`src/rtl/serial_tx_pkg.sv`:
```
// Shared types for the serial frame transmitter: parity modes, FSM states
// and a helper giving the number of line bits in one frame.
package serial_tx_pkg;

    typedef enum logic [1:0] {
        PAR_NONE  = 2'b00,
        PAR_EVEN  = 2'b01,
        PAR_ODD   = 2'b10,
        PAR_NONE2 = 2'b11
    } parity_mode_t;

    typedef enum logic [2:0] {
        ST_IDLE,
        ST_START,
        ST_DATA,
        ST_PARITY,
        ST_STOP
    } tx_state_t;

    function automatic int frame_bits(input int dataW, input bit parity, input int stopBits);
        return 1 + dataW + int'(parity) + stopBits;
    endfunction

endpackage

```
`src/rtl/serial_tx_fifo.sv`:
```
// Small synchronous show-ahead FIFO feeding the transmitter; reports its
// occupancy so the transmitter can derive tx_ready from it.
module serial_tx_fifo
    import serial_tx_pkg::*;
#(
    parameter int WIDTH = 7,
    parameter int DEPTH = 4
) (
    input  logic                     clk,
    input  logic                     Reset,
    input  logic [WIDTH-1:0]         wrData,
    input  logic                     push,
    input  logic                     pop,
    output logic [WIDTH-1:0]         rdData,
    output logic [$clog2(DEPTH):0]   count,
    output logic                     empty
);

    localparam int ADDR_W = $clog2(DEPTH);
    localparam int CNT_W  = ADDR_W + 1;

    logic [WIDTH-1:0]  mem [DEPTH];
    logic [ADDR_W-1:0] wrPtr;
    logic [ADDR_W-1:0] rdPtr;
    logic              doPush;
    logic              doPop;

    assign empty  = (count == '0);
    assign doPush = push && (count < CNT_W'(DEPTH));
    assign doPop  = pop && !empty;
    assign rdData = mem[rdPtr];

    // Storage is left unreset; only the pointers and count define validity.
    always_ff @(posedge clk) begin
        if (doPush) begin
            mem[wrPtr] <= wrData;
        end
    end

    always_ff @(posedge clk) begin
        if (Reset) begin
            wrPtr <= '0;
            rdPtr <= '0;
            count <= '0;
        end else begin
            if (doPush) begin
                wrPtr <= wrPtr + ADDR_W'(1);
            end
            if (doPop) begin
                rdPtr <= rdPtr + ADDR_W'(1);
            end
            case ({doPush, doPop})
                2'b10:   count <= count + CNT_W'(1);
                2'b01:   count <= count - CNT_W'(1);
                default: ;
            endcase
        end
    end

endmodule

```
`src/rtl/serial_frame_tx.sv`:
```
// Asynchronous serial frame transmitter: start, DATA_W data bits LSB first,
// optional parity, STOP_BITS stop bits. Define SERIAL_TX_FIFO_EN for the input FIFO.
module serial_frame_tx
    import serial_tx_pkg::*;
#(
    parameter int DATA_W       = 7,
    parameter int STOP_BITS    = 1,
    parameter int CLKS_PER_BIT = 16,
    parameter int FIFO_DEPTH   = 4
) (
    input  logic                          clk,
    input  logic                          Reset,
    input  logic [DATA_W-1:0]             tx_data,
    input  logic                          tx_valid,
    output logic                          tx_ready,
    input  logic [1:0]                    parity_mode,
    output logic                          SendBit,
    output logic                          busy,
    output logic                          frame_done,
    output logic [$clog2(FIFO_DEPTH):0]   fifo_level
);

    localparam int DIV_W = $clog2(CLKS_PER_BIT);
    localparam int IDX_W = $clog2(DATA_W);

    generate
        if (DATA_W < 5 || DATA_W > 9) begin : gBadDataW
            $error("serial_frame_tx: DATA_W must be in 5..9");
        end
        if (STOP_BITS < 1 || STOP_BITS > 2) begin : gBadStopBits
            $error("serial_frame_tx: STOP_BITS must be 1 or 2");
        end
        if (CLKS_PER_BIT < 2) begin : gBadClksPerBit
            $error("serial_frame_tx: CLKS_PER_BIT must be at least 2");
        end
        if (FIFO_DEPTH < 2 || (FIFO_DEPTH & (FIFO_DEPTH - 1)) != 0) begin : gBadFifoDepth
            $error("serial_frame_tx: FIFO_DEPTH must be a power of 2, at least 2");
        end
    endgenerate

    tx_state_t         state;
    logic [DIV_W-1:0]  divCnt;
    logic [IDX_W-1:0]  bitIdx;
    logic              stopCnt;
    logic [DATA_W-1:0] shiftReg;
    logic              parEn;
    logic              parBit;

    logic              startFrame;
    logic [DATA_W-1:0] startData;
    logic              bitEnd;
    logic              lastStop;
    logic              finalStop;
    logic              doneNext;
    parity_mode_t      mode;
    logic              startParEn;
    logic              startParBit;

    assign bitEnd    = (divCnt == DIV_W'(CLKS_PER_BIT - 1));
    assign lastStop  = (stopCnt == 1'(STOP_BITS - 1));
    assign finalStop = (state == ST_STOP) && lastStop && bitEnd;
    // frame_done is registered, so it is armed one cycle before the last stop clock.
    assign doneNext  = (state == ST_STOP) && lastStop && (divCnt == DIV_W'(CLKS_PER_BIT - 2));

    assign mode        = parity_mode_t'(parity_mode);
    assign startParEn  = (mode == PAR_EVEN) || (mode == PAR_ODD);
    assign startParBit = (mode == PAR_ODD) ? ~(^startData) : (^startData);

`ifdef SERIAL_TX_FIFO_EN
    localparam int LVL_W = $clog2(FIFO_DEPTH) + 1;

    logic [LVL_W-1:0]  fifoLevel;
    logic              fifoEmpty;
    logic              fifoPush;

    assign tx_ready   = (fifoLevel < LVL_W'(FIFO_DEPTH));
    assign fifoPush   = tx_valid && tx_ready;
    assign startFrame = !fifoEmpty && ((state == ST_IDLE) || finalStop);
    assign fifo_level = fifoLevel;

    serial_tx_fifo #(
        .WIDTH (DATA_W),
        .DEPTH (FIFO_DEPTH)
    ) uFifo (
        .clk    (clk),
        .Reset  (Reset),
        .wrData (tx_data),
        .push   (fifoPush),
        .pop    (startFrame),
        .rdData (startData),
        .count  (fifoLevel),
        .empty  (fifoEmpty)
    );
`else
    assign tx_ready   = (state == ST_IDLE);
    assign startFrame = tx_valid && (state == ST_IDLE);
    assign startData  = tx_data;
    assign fifo_level = '0;
`endif

    // Frame sequencer: a new frame start always wins, including over the final
    // stop cycle, which is what lets FIFO-fed frames run back to back.
    always_ff @(posedge clk) begin
        if (Reset) begin
            state      <= ST_IDLE;
            SendBit    <= 1'b1;
            busy       <= 1'b0;
            frame_done <= 1'b0;
            divCnt     <= '0;
            bitIdx     <= '0;
            stopCnt    <= 1'b0;
            shiftReg   <= '0;
            parEn      <= 1'b0;
            parBit     <= 1'b0;
        end else begin
            frame_done <= doneNext;
            if (startFrame) begin
                state    <= ST_START;
                SendBit  <= 1'b0;
                busy     <= 1'b1;
                divCnt   <= '0;
                bitIdx   <= '0;
                stopCnt  <= 1'b0;
                shiftReg <= startData;
                parEn    <= startParEn;
                parBit   <= startParBit;
            end else begin
                case (state)
                    ST_IDLE: begin
                        SendBit <= 1'b1;
                        busy    <= 1'b0;
                    end
                    default: begin
                        if (!bitEnd) begin
                            divCnt <= divCnt + DIV_W'(1);
                        end else begin
                            divCnt <= '0;
                            case (state)
                                ST_START: begin
                                    state    <= ST_DATA;
                                    bitIdx   <= '0;
                                    SendBit  <= shiftReg[0];
                                    shiftReg <= shiftReg >> 1;
                                end
                                ST_DATA: begin
                                    if (bitIdx == IDX_W'(DATA_W - 1)) begin
                                        stopCnt <= 1'b0;
                                        if (parEn) begin
                                            state   <= ST_PARITY;
                                            SendBit <= parBit;
                                        end else begin
                                            state   <= ST_STOP;
                                            SendBit <= 1'b1;
                                        end
                                    end else begin
                                        bitIdx   <= bitIdx + IDX_W'(1);
                                        SendBit  <= shiftReg[0];
                                        shiftReg <= shiftReg >> 1;
                                    end
                                end
                                ST_PARITY: begin
                                    state   <= ST_STOP;
                                    SendBit <= 1'b1;
                                    stopCnt <= 1'b0;
                                end
                                ST_STOP: begin
                                    if (lastStop) begin
                                        state   <= ST_IDLE;
                                        busy    <= 1'b0;
                                        SendBit <= 1'b1;
                                    end else begin
                                        stopCnt <= 1'b1;
                                    end
                                end
                                default: begin
                                    state   <= ST_IDLE;
                                    busy    <= 1'b0;
                                    SendBit <= 1'b1;
                                end
                            endcase
                        end
                    end
                endcase
            end
        end
    end

endmodule
```
`config.mk`:
```
export PLATFORM = sky130hd
export DESIGN_NAME = serial_frame_tx
export DESIGN_NICKNAME = d
export VERILOG_FILES = /design/src/rtl/serial_tx_pkg.sv /design/src/rtl/serial_tx_fifo.sv /design/src/rtl/serial_frame_tx.sv
export SDC_FILE = /design/constraint.sdc
export NUM_CORES = 1
export LEC_CHECK = 0
export ABC_CLOCK_PERIOD_IN_PS = 4500
export CAP_MARGIN = 20
export CORE_ASPECT_RATIO = 1.4
export CORE_MARGIN = 5
export CORE_UTILIZATION = 30
export CTS_CLUSTER_DIAMETER = 200
export DETAILED_ROUTE_END_ITERATION = 10
export HOLD_SLACK_MARGIN = 0.12
export SKIP_LAST_GASP = 1
export SLEW_MARGIN = 20
export SYNTH_ARGS = -nofsm -noshare
export SYNTH_HDL_FRONTEND = slang
export SYNTH_SLANG_ARGS = --single-unit
```
`constraint.sdc`:
```
create_clock -name clk -period 4.5 [get_ports clk]
set_input_delay 0.9 -clock clk [delete_from_list [all_inputs] [get_ports clk]]
set_output_delay 0.9 -clock clk [all_outputs]
set_load 0.1 [all_outputs]
```
== Yosys cells after proc, flatten, opt, wreduce, memory -nomap -nowiden ==
Cells that the tools add are included.
Word-level totals
  flip-flop bits (word level): 23
  bits of input ports: 12
  output and inout port bits: 7
  word-level logic and storage cells: 85
Cells by class
  $add $sub $neg: 2
  equality and inequality tests: 18
  mux-type cells: 31
  bitwise gates (word level): 3
  reduce and logical (&&, ||, !) cells: 20
Operators with widths (count)
  2-to-1 mux 7 bit: 4
  AND reduction 4 bit: 5
  2-to-1 mux 1 bit: 16
  one-hot mux 7 bit (2 select lines): 1
  2-to-1 mux 3 bit: 4
  one-hot mux 3 bit (4 select lines): 1
  != test 3 bit (second input constant): 3
  nonzero test 3 bit: 3
  == test 4 bit (second input constant): 2
  parity 7 bit: 1
  == test 3 x 2 -> 1 bit (second input constant): 2
  == test 3 bit (second input constant): 2
  != test 2 bit (second input constant): 3
  one-hot mux 1 bit (3 select lines): 2
  one-hot mux 3 bit (2 select lines): 1
  adder 4 x 1 -> 4 bit (second input constant): 1
  2-to-1 mux 4 bit: 1
  != test 4 bit (second input constant): 1
  nonzero test 2 bit: 2
  adder 3 x 1 -> 3 bit (second input constant): 1
  == test 3 x 1 -> 1 bit (second input constant): 1
  logical AND 1 bit: 3
  logical NOT 3 bit: 1
  != test 3 x 1 -> 1 bit (second input constant): 1
  other kinds (10): 12

== Depth between registers and ports, before layout ==
Gate-level depths: netlist (run 1).
  depth after elaboration: 6
  mapped depth: 8

== Worst setup path after synthesis (run 1) ==
No wires, ideal clock.
  path kind: register to output
  from: reg state[2]
  to: out tx_ready
  arrival time: 1.121 ns
  path slack: 2.479 ns
  stages on the path, launching flop included: 5
  cell sequence: dfxtp_1 > buf_2 > or3_1 > buf_2 > inv_4
On the way
  word-level cells in the longest chain between the ends: 1
RTL lines
  from (decl): RTL line serial_frame_tx.sv:41  | tx_state_t state;
  from (signal assigned): RTL line serial_frame_tx.sv:105  | state <= ST_IDLE;
  from (signal assigned): RTL line serial_frame_tx.sv:118  | state <= ST_START;
  from (signal assigned): RTL line serial_frame_tx.sv:140  | state <= ST_DATA;
  logical NOT 3 bit: RTL line serial_frame_tx.sv:95  | assign tx_ready = (state == ST_IDLE);
  to (decl): RTL line serial_frame_tx.sv:15  | output logic tx_ready,
Every way passes these cells.

== Worst setup path after layout (run 1) ==
  from: reg state[1]
  to: out tx_ready
Same word-level chain as after synthesis.

==> out/metrics.csv, run 1 <==
stage,metric,value,unit
grt,grt_max_degree,16,
placed_design,gp_congestion,0.823,
sta,tightestPinTransition,0.969,ns
grt,met1_usage,0.127,
layout,multi_input_comb_area,702,um2
clocking,cts_inserted_buffers,3,
hold_path,holdPathStages,2,
layout,syn2layout_area_growth,16.5,%
clocking,cts_resized,0,
sta,slew_viol_final,0,
layout,fin_nets,176,
clocking,cts_sinks,22,
placed_design,io_buffers,15,
placed_design,dp_hpwl,1.98,mm
sta,setup_viol,0,
drt,routed_via_density,5.30,
critical_path,reg2reg_from,bitIdx[0],
critical_path,r2r_end,shiftReg[2],
run,maxCapViolations,0,
floorplan,fp.dieH,85.5,um
sta,fin_ws,1.16,ns
critical_path,path_class,flip-flop to output port,
layout,drive_above_1_share,0.0633,
sta,period_minus_slack,3.34,ns
drt,drt_first_pass_iters,5,
floorplan,start_util,0.309,
synth,synth-edff-count,0,
grt,grt_busiest_layer,met2,
critical_path,start_kind,flip-flop,
grt,use_met3,0.0301,
synth,ys_types,37,
power_and_ir_drop,max-vdd-ir-drop,264,uV
sta,holdWs,0.488,ns
sta,fmax,0.299,GHz
synth,postSynthCellCount,148,
synth,netlist_area,1220,um2
floorplan,core,3950,um2
critical_path,worstRegToRegCells,6,
critical_path,cp_max_fo,8,
clocking,cts-hold-fix-buffers,0,
placed_design,pre_cts_ws,1.45,ns
drt,drc_errors,0,
clocking,cts_tree,built,
grt,first_global_vias,988,
run_status,status,finished clean,
sta,slew_headroom,0.352,
clocking,htreeDepth,1,
drt,drtAntennaViolNets,0,
grt,met2_usage,0.181,
clocking,insertion_delay,0.27,ns
floorplan,io_pins,19,
floorplan,die-width,63.9,um
sta,fin_crit_sh,0.743,
sta,finClkSkew,0.00339,ns
drt,drt-total-wl,2.73,mm
synth,synth.avg_cell_area,8.25,um2
floorplan,rows,27,
grt,grtUsageTotal,0.106,
synth,synth_ff_type,dfxtp_1,
floorplan,die_area,5460,um2
layout,fillers,395,
clocking,root_buffer,clkbuf_8,
clocking,cts_buffer_depth,2,
critical_path,required,3.60,ns
sta,rsz0062_at_grt,false,
layout,register_area,440,um2
synth,yosysSeqAreaShare,0.361,
hold_path,hold_start,SendBit,
drt,route.vias.total,1065,
grt,grt_overflow,0,
clocking,clkTransAtPathRegs,0.08,ns
grt,antenna_found_initial,0,
hold_path,hold_end,SendBit,
critical_path,worstPathArrival,2.44,ns
synth,synth_seq_cells,22,
critical_path,endpoint_kind,output port,
drt,wl_per_cell,13.6,um
layout,fin_util,0.360,
synth,yosysWarnings,0,
clocking,post_cts_buffers,0,
critical_path,worst-r2r-setup-slack,2.49,ns
sta,hold_viol,0,
synth,async_reset_ff_frac,0,
grt,grt_pass1_wl,4.69,mm
drt,dr.first_iter.drc_count,61,
power_and_ir_drop,powerDensity,329,nW/um2
sta,setup_tns,0,ns
layout,diodes,0,
power_and_ir_drop,leakagePower,0.499,nW
hold_path,holdCritPathClass,flip-flop to flip-flop,
-- area by class of cell --
class                   instances  area share
flip-flops and latches         22       0.310
well taps                      43      0.0378
inverters                       5      0.0150
clock buffers                   4      0.0387
repair buffers                 15       0.106
multi-input cells             112       0.493
-- metrics by stage --
stage / cells / power [mW] / instance area (um2)
after floorplan: 150 / 0.306 / 1230
after global placement: 197 / 0.328 / 1370
after detailed placement: 197 / 0.331 / 1370
after CTS: 201 / 0.474 / 1420
after global routing: 201 / 0.494 / 1420
final: 201 / 0.468 / 1420
-- worst max-delay path by stage --
stage,from,endpoint,slack [ns],depth (start not counted)
after floorplan,state[2],tx_ready,2.48,4
after global placement,state[1],tx_ready,1.50,3
after detailed placement,state[1],tx_ready,1.45,3
after CTS,state[1],tx_ready,1.16,3
after global routing,state[1],tx_ready,1.08,3
final,state[1],tx_ready,1.16,3
-- flip-flops by register name, summed over array words and instances (netlist names) --
| register | cells |
|---|---|
| bitIdx | 3 |
| parBit | 1 |
| shiftReg | 7 |
| divCnt | 4 |
| state | 3 |
| busy | 1 |
| frame_done | 1 |
| parEn | 1 |
| SendBit | 1 |
-- logic make-up (layout without fill, tap and decap cells) --
logic type	Yosys count	count (layout)	synth area share
other	1	3	0.00307
adders and majority gates	5	5	0.0512
and+or+nand+nor	55	55	0.236
AOI/OAI and AO/OA	41	41	0.221
buffers and inverters	16	24	0.0707
DFF	22	22	0.361
xor gates and xnor gates	8	8	0.0574
-- worst max-delay path, stage by stage, from the launching register on --
cell and delay, ns:
dfxtp_1 0.37, or3_1 0.54, inv_4 0.13, clkdlybuf4s50_1 1.14
-- cells in the final DEF, fill, tap and decap left out, types with 4 or more instances in the layout --
master            n
xnor2_1           7
a311oi_1          8
o21ai_0          10
clkbuf_8          4
nor2_1           21
a21oi_1          12
ha_1              5
dfxtp_1          22
nand3_1           8
nand2_1           6
inv_1             4
clkdlybuf4s50_1  15
-- Yosys cell counts, types with 4 or more instances --
cell type,number,share of area
buf_2,4,0.016
dfxtp_1,22,0.36
a21oi_1,12,0.049
nor2_1,21,0.065
a311oi_1,8,0.057
nand2_1,6,0.018
xnor2_1,7,0.050
o21ai_0,10,0.041
buf_4,5,0.031
inv_1,4,0.012
nand3_1,8,0.033
ha_1,5,0.051
-- per-layer routing --
metal / vias up / routed length (um)
met3: 5 / 136
li1: 542 / -
met4: 0 / 34
met5: - / 0
met2: 29 / 1360
met1: 489 / 1200
-- power breakdown --
group / total, mW / internal [mW] / switching (mW) / leakage, nW
Combinational: 0.111 / 0.0375 / 0.0736 / 0.290
Clock: 0.142 / 0.0781 / 0.0639 / 0.0288
Sequential: 0.215 / 0.207 / 0.00837 / 0.180
Total: 0.468 / 0.322 / 0.146 / 0.499
(Power assumes the default switching activity.)
==> run 2, diff against run 1 <==
--- a/config.mk
+++ b/config.mk
@@ -5,7 +5,7 @@
 export SDC_FILE = /design/constraint.sdc
 export NUM_CORES = 1
 export LEC_CHECK = 0
-export ABC_CLOCK_PERIOD_IN_PS = 4500
+export ABC_CLOCK_PERIOD_IN_PS = 3200
 export CAP_MARGIN = 20
 export CORE_ASPECT_RATIO = 1.4
 export CORE_MARGIN = 5
==> constraint.sdc (replaced) <==
create_clock -name clk -period 3.2 [get_ports clk]
set_input_delay 0.64 -clock clk [delete_from_list [all_inputs] [get_ports clk]]
set_output_delay 0.64 -clock clk [all_outputs]
set_load 0.1 [all_outputs]
==> run 2 against run 1 <==
Critical path depth stayed put. Clock power is 37% higher. Largest power group unchanged. Sequential cell count stayed put. Largest cell class unchanged.
==> out/metrics.csv, run 2 (synthesis gave the netlist of run 1 again) <==
stage,metric,value,unit,change
layout,diodes,0,,unchanged
power_and_ir_drop,powerDensity,460,nW/um2,was 329 nW/um2
power_and_ir_drop,pwr-share-comb,0.237,,about the same
clocking,insertion_delay,0.26,ns,was 0.27 ns
clocking,cts_buffer_depth,2,,unchanged
drt,wl_per_cell,13.4,um,was 13.6 um
floorplan,start_util,0.309,,unchanged
clocking,cts_tree,built,,unchanged
power_and_ir_drop,swShare,0.307,,was 0.312
floorplan,die_area,5460,um2,unchanged
critical_path,reg2reg_from,bitIdx[0],,unchanged
critical_path,path_class,flip-flop to output port,,unchanged
sta,fmax,0.445,GHz,
sta,hold_viol,0,,unchanged
layout,top_register,shiftReg,,unchanged
layout,syn2layout_area_growth,16.3,%,was 16.5%
sta,setup_tns,0,ns,unchanged
placed_design,placed_cells,198,,was 197
layout,final_common_cell,dfxtp_1,,unchanged
grt,grt_busiest_layer,met2,,unchanged
layout,stdcell_area,1420,um2,about the same
drt,routed_via_density,5.21,,was 5.30
clocking,post_cts_buffers,0,,unchanged
floorplan,rows,27,,unchanged
critical_path,cp_max_fo,8,,unchanged
layout,fillers,415,,was 395
floorplan,die-width,63.9,um,unchanged
drt,dr.first_iter.drc_count,37,,was 61
grt,first_global_vias,985,,was 988
clocking,cts_resized,0,,unchanged
hold_path,holdCritPathClass,flip-flop to flip-flop,,unchanged
sta,rsz0062_at_grt,false,,unchanged
critical_path,start_kind,flip-flop,,unchanged
placed_design,post_dp_cell_area,1370,um2,about the same
sta,fin_crit_sh,0.702,,
grt,grtUsageTotal,0.100,,was 0.106
placed_design,io_buffers,15,,unchanged
critical_path,r2r_end,shiftReg[4],,was shiftReg[2]
grt,grt_overflow,0,,unchanged
grt,grt_max_degree,16,,unchanged
critical_path,crit_start,state[1],,unchanged
critical_path,worstRegToRegCells,6,,unchanged
power_and_ir_drop,p_seq_frac,0.465,,was 0.459
layout,drive_above_1_share,0.0943,,was 0.0633
sta,period_minus_slack,2.25,ns,
layout,largest_register_ffs,7,,unchanged
power_and_ir_drop,p_sw,0.201,mW,was 0.146 mW
drt,drt_first_pass_iters,4,,was 5
grt,grt_pass1_wl,4.58,mm,was 4.69 mm
critical_path,worstPathArrival,1.61,ns,was 2.44 ns
drt,drtAntennaViolNets,0,,unchanged
run_status,status,finished clean,,unchanged
layout,final_cell_mix,"dfxtp_1 (22), nor2_1 (21), a21oi_1 (12)",,"was dfxtp_1 (22), nor2_1 (21), clkdlybuf4s50_1 (15)"
layout,reg_top3,"shiftReg (7), divCnt (4)",,unchanged
power_and_ir_drop,leakagePower,0.509,nW,was 0.499 nW
sta,setup_viol,0,,unchanged
critical_path,required,2.56,ns,was 3.60 ns
layout,stdcell_count,202,,was 201
grt,met2_usage,0.167,,was 0.181
power_and_ir_drop,pwr-share-clk,0.298,,was 0.303
drt,drt-total-wl,2.72,mm,was 2.73 mm
clocking,root_buffer,clkbuf_8,,unchanged
critical_path,worst-r2r-setup-slack,1.23,ns,was 2.49 ns
floorplan,core,3950,um2,unchanged
sta,finClkSkew,0.00255,ns,was 0.00339 ns
sta,tightestPinTransition,0.870,ns,was 0.969 ns
clocking,clkTransAtPathRegs,0.08,ns,about the same
critical_path,endpoint_kind,output port,,unchanged
power_and_ir_drop,max-vdd-ir-drop,237,uV,was 264 uV
floorplan,fp.dieH,85.5,um,unchanged
grt,use_met3,0.0197,,was 0.0301
clocking,cts_inserted_buffers,3,,unchanged
clocking,cts-hold-fix-buffers,0,,unchanged
power_and_ir_drop,internal_power,0.452,mW,was 0.322 mW
clocking,cts_sinks,22,,unchanged
grt,met1_usage,0.129,,was 0.127
drt,drc_errors,0,,unchanged
layout,fin_nets,177,,was 176
sta,slew_headroom,0.420,,was 0.352
grt,antenna_found_initial,0,,unchanged
clocking,htreeDepth,1,,unchanged
placed_design,dp_hpwl,2.07,mm,was 1.98 mm
run,maxCapViolations,0,,unchanged
placed_design,gp_congestion,0.808,,was 0.823
floorplan,io_pins,19,,unchanged
sta,slew_viol_final,0,,unchanged
drt,route.vias.total,1053,,"was 1,065"
critical_path,crit_path_end,tx_ready,,unchanged
-- run 2: power groups by stage --
stage | combinational [mW] | clock [mW] | sequential [mW]
after floorplan | 0.106 | 0 | 0.325
after global placement | 0.153 | 0 | 0.309
final | 0.155 | 0.195 | 0.304
after detailed placement | 0.155 | 0 | 0.310
after global routing | 0.168 | 0.215 | 0.306
after CTS | 0.156 | 0.204 | 0.304
-- run 2: area by class of cell --
class | count | area, um2 | share of cell area
multi-input cells | 112 | 702 | 0.494
well taps | 43 | 53.8 | 0.0379
repair buffers | 16 | 148 | 0.104
flip-flops and latches | 22 | 440 | 0.310
clock buffers | 4 | 55.1 | 0.0388
inverters | 5 | 21.3 | 0.0150
-- run 2: per-stage QoR --
| stage | hold slack (ns) | total power [mW] | setup slack [ns] | utilization |
|---|---|---|---|---|
| 2_1_floorplan | 0.461 | 0.431 | 1.44 | - |
| 6_report | 0.483 | 0.653 | 0.953 | 0.359 |
| 3_3_place_gp | 0.459 | 0.462 | 1.20 | 0.345 |
| 3_5_place_dp | 0.470 | 0.465 | 1.11 | 0.345 |
| 5_1_grt | 0.519 | 0.689 | 0.896 | 0.359 |
| 4_1_cts | 0.493 | 0.663 | 0.943 | 0.359 |
-- run 2: metal layers --
metal | vias to the layer above | wire length (um)
met5 | - | 0
li1 | 541 | -
met2 | 17 | 1370
met4 | 0 | 33
met3 | 4 | 101
met1 | 491 | 1210
-- run 2: worst max-delay path, cell delays in order (launching register included) --
cell	delay (ns)
dfxtp_1	0.39
or3_1	0.54
inv_4	0.13
buf_4	0.29
-- run 2: worst min-delay path by stage --
stage	startpoint	end	slack, ns	cells past startpoint
2_1_floorplan	shiftReg[5]	shiftReg[4]	0.46	2
3_3_place_gp	SendBit	SendBit	0.46	2
3_5_place_dp	SendBit	SendBit	0.47	2
4_1_cts	SendBit	SendBit	0.49	2
5_1_grt	SendBit	SendBit	0.52	2
6_report	SendBit	SendBit	0.48	2
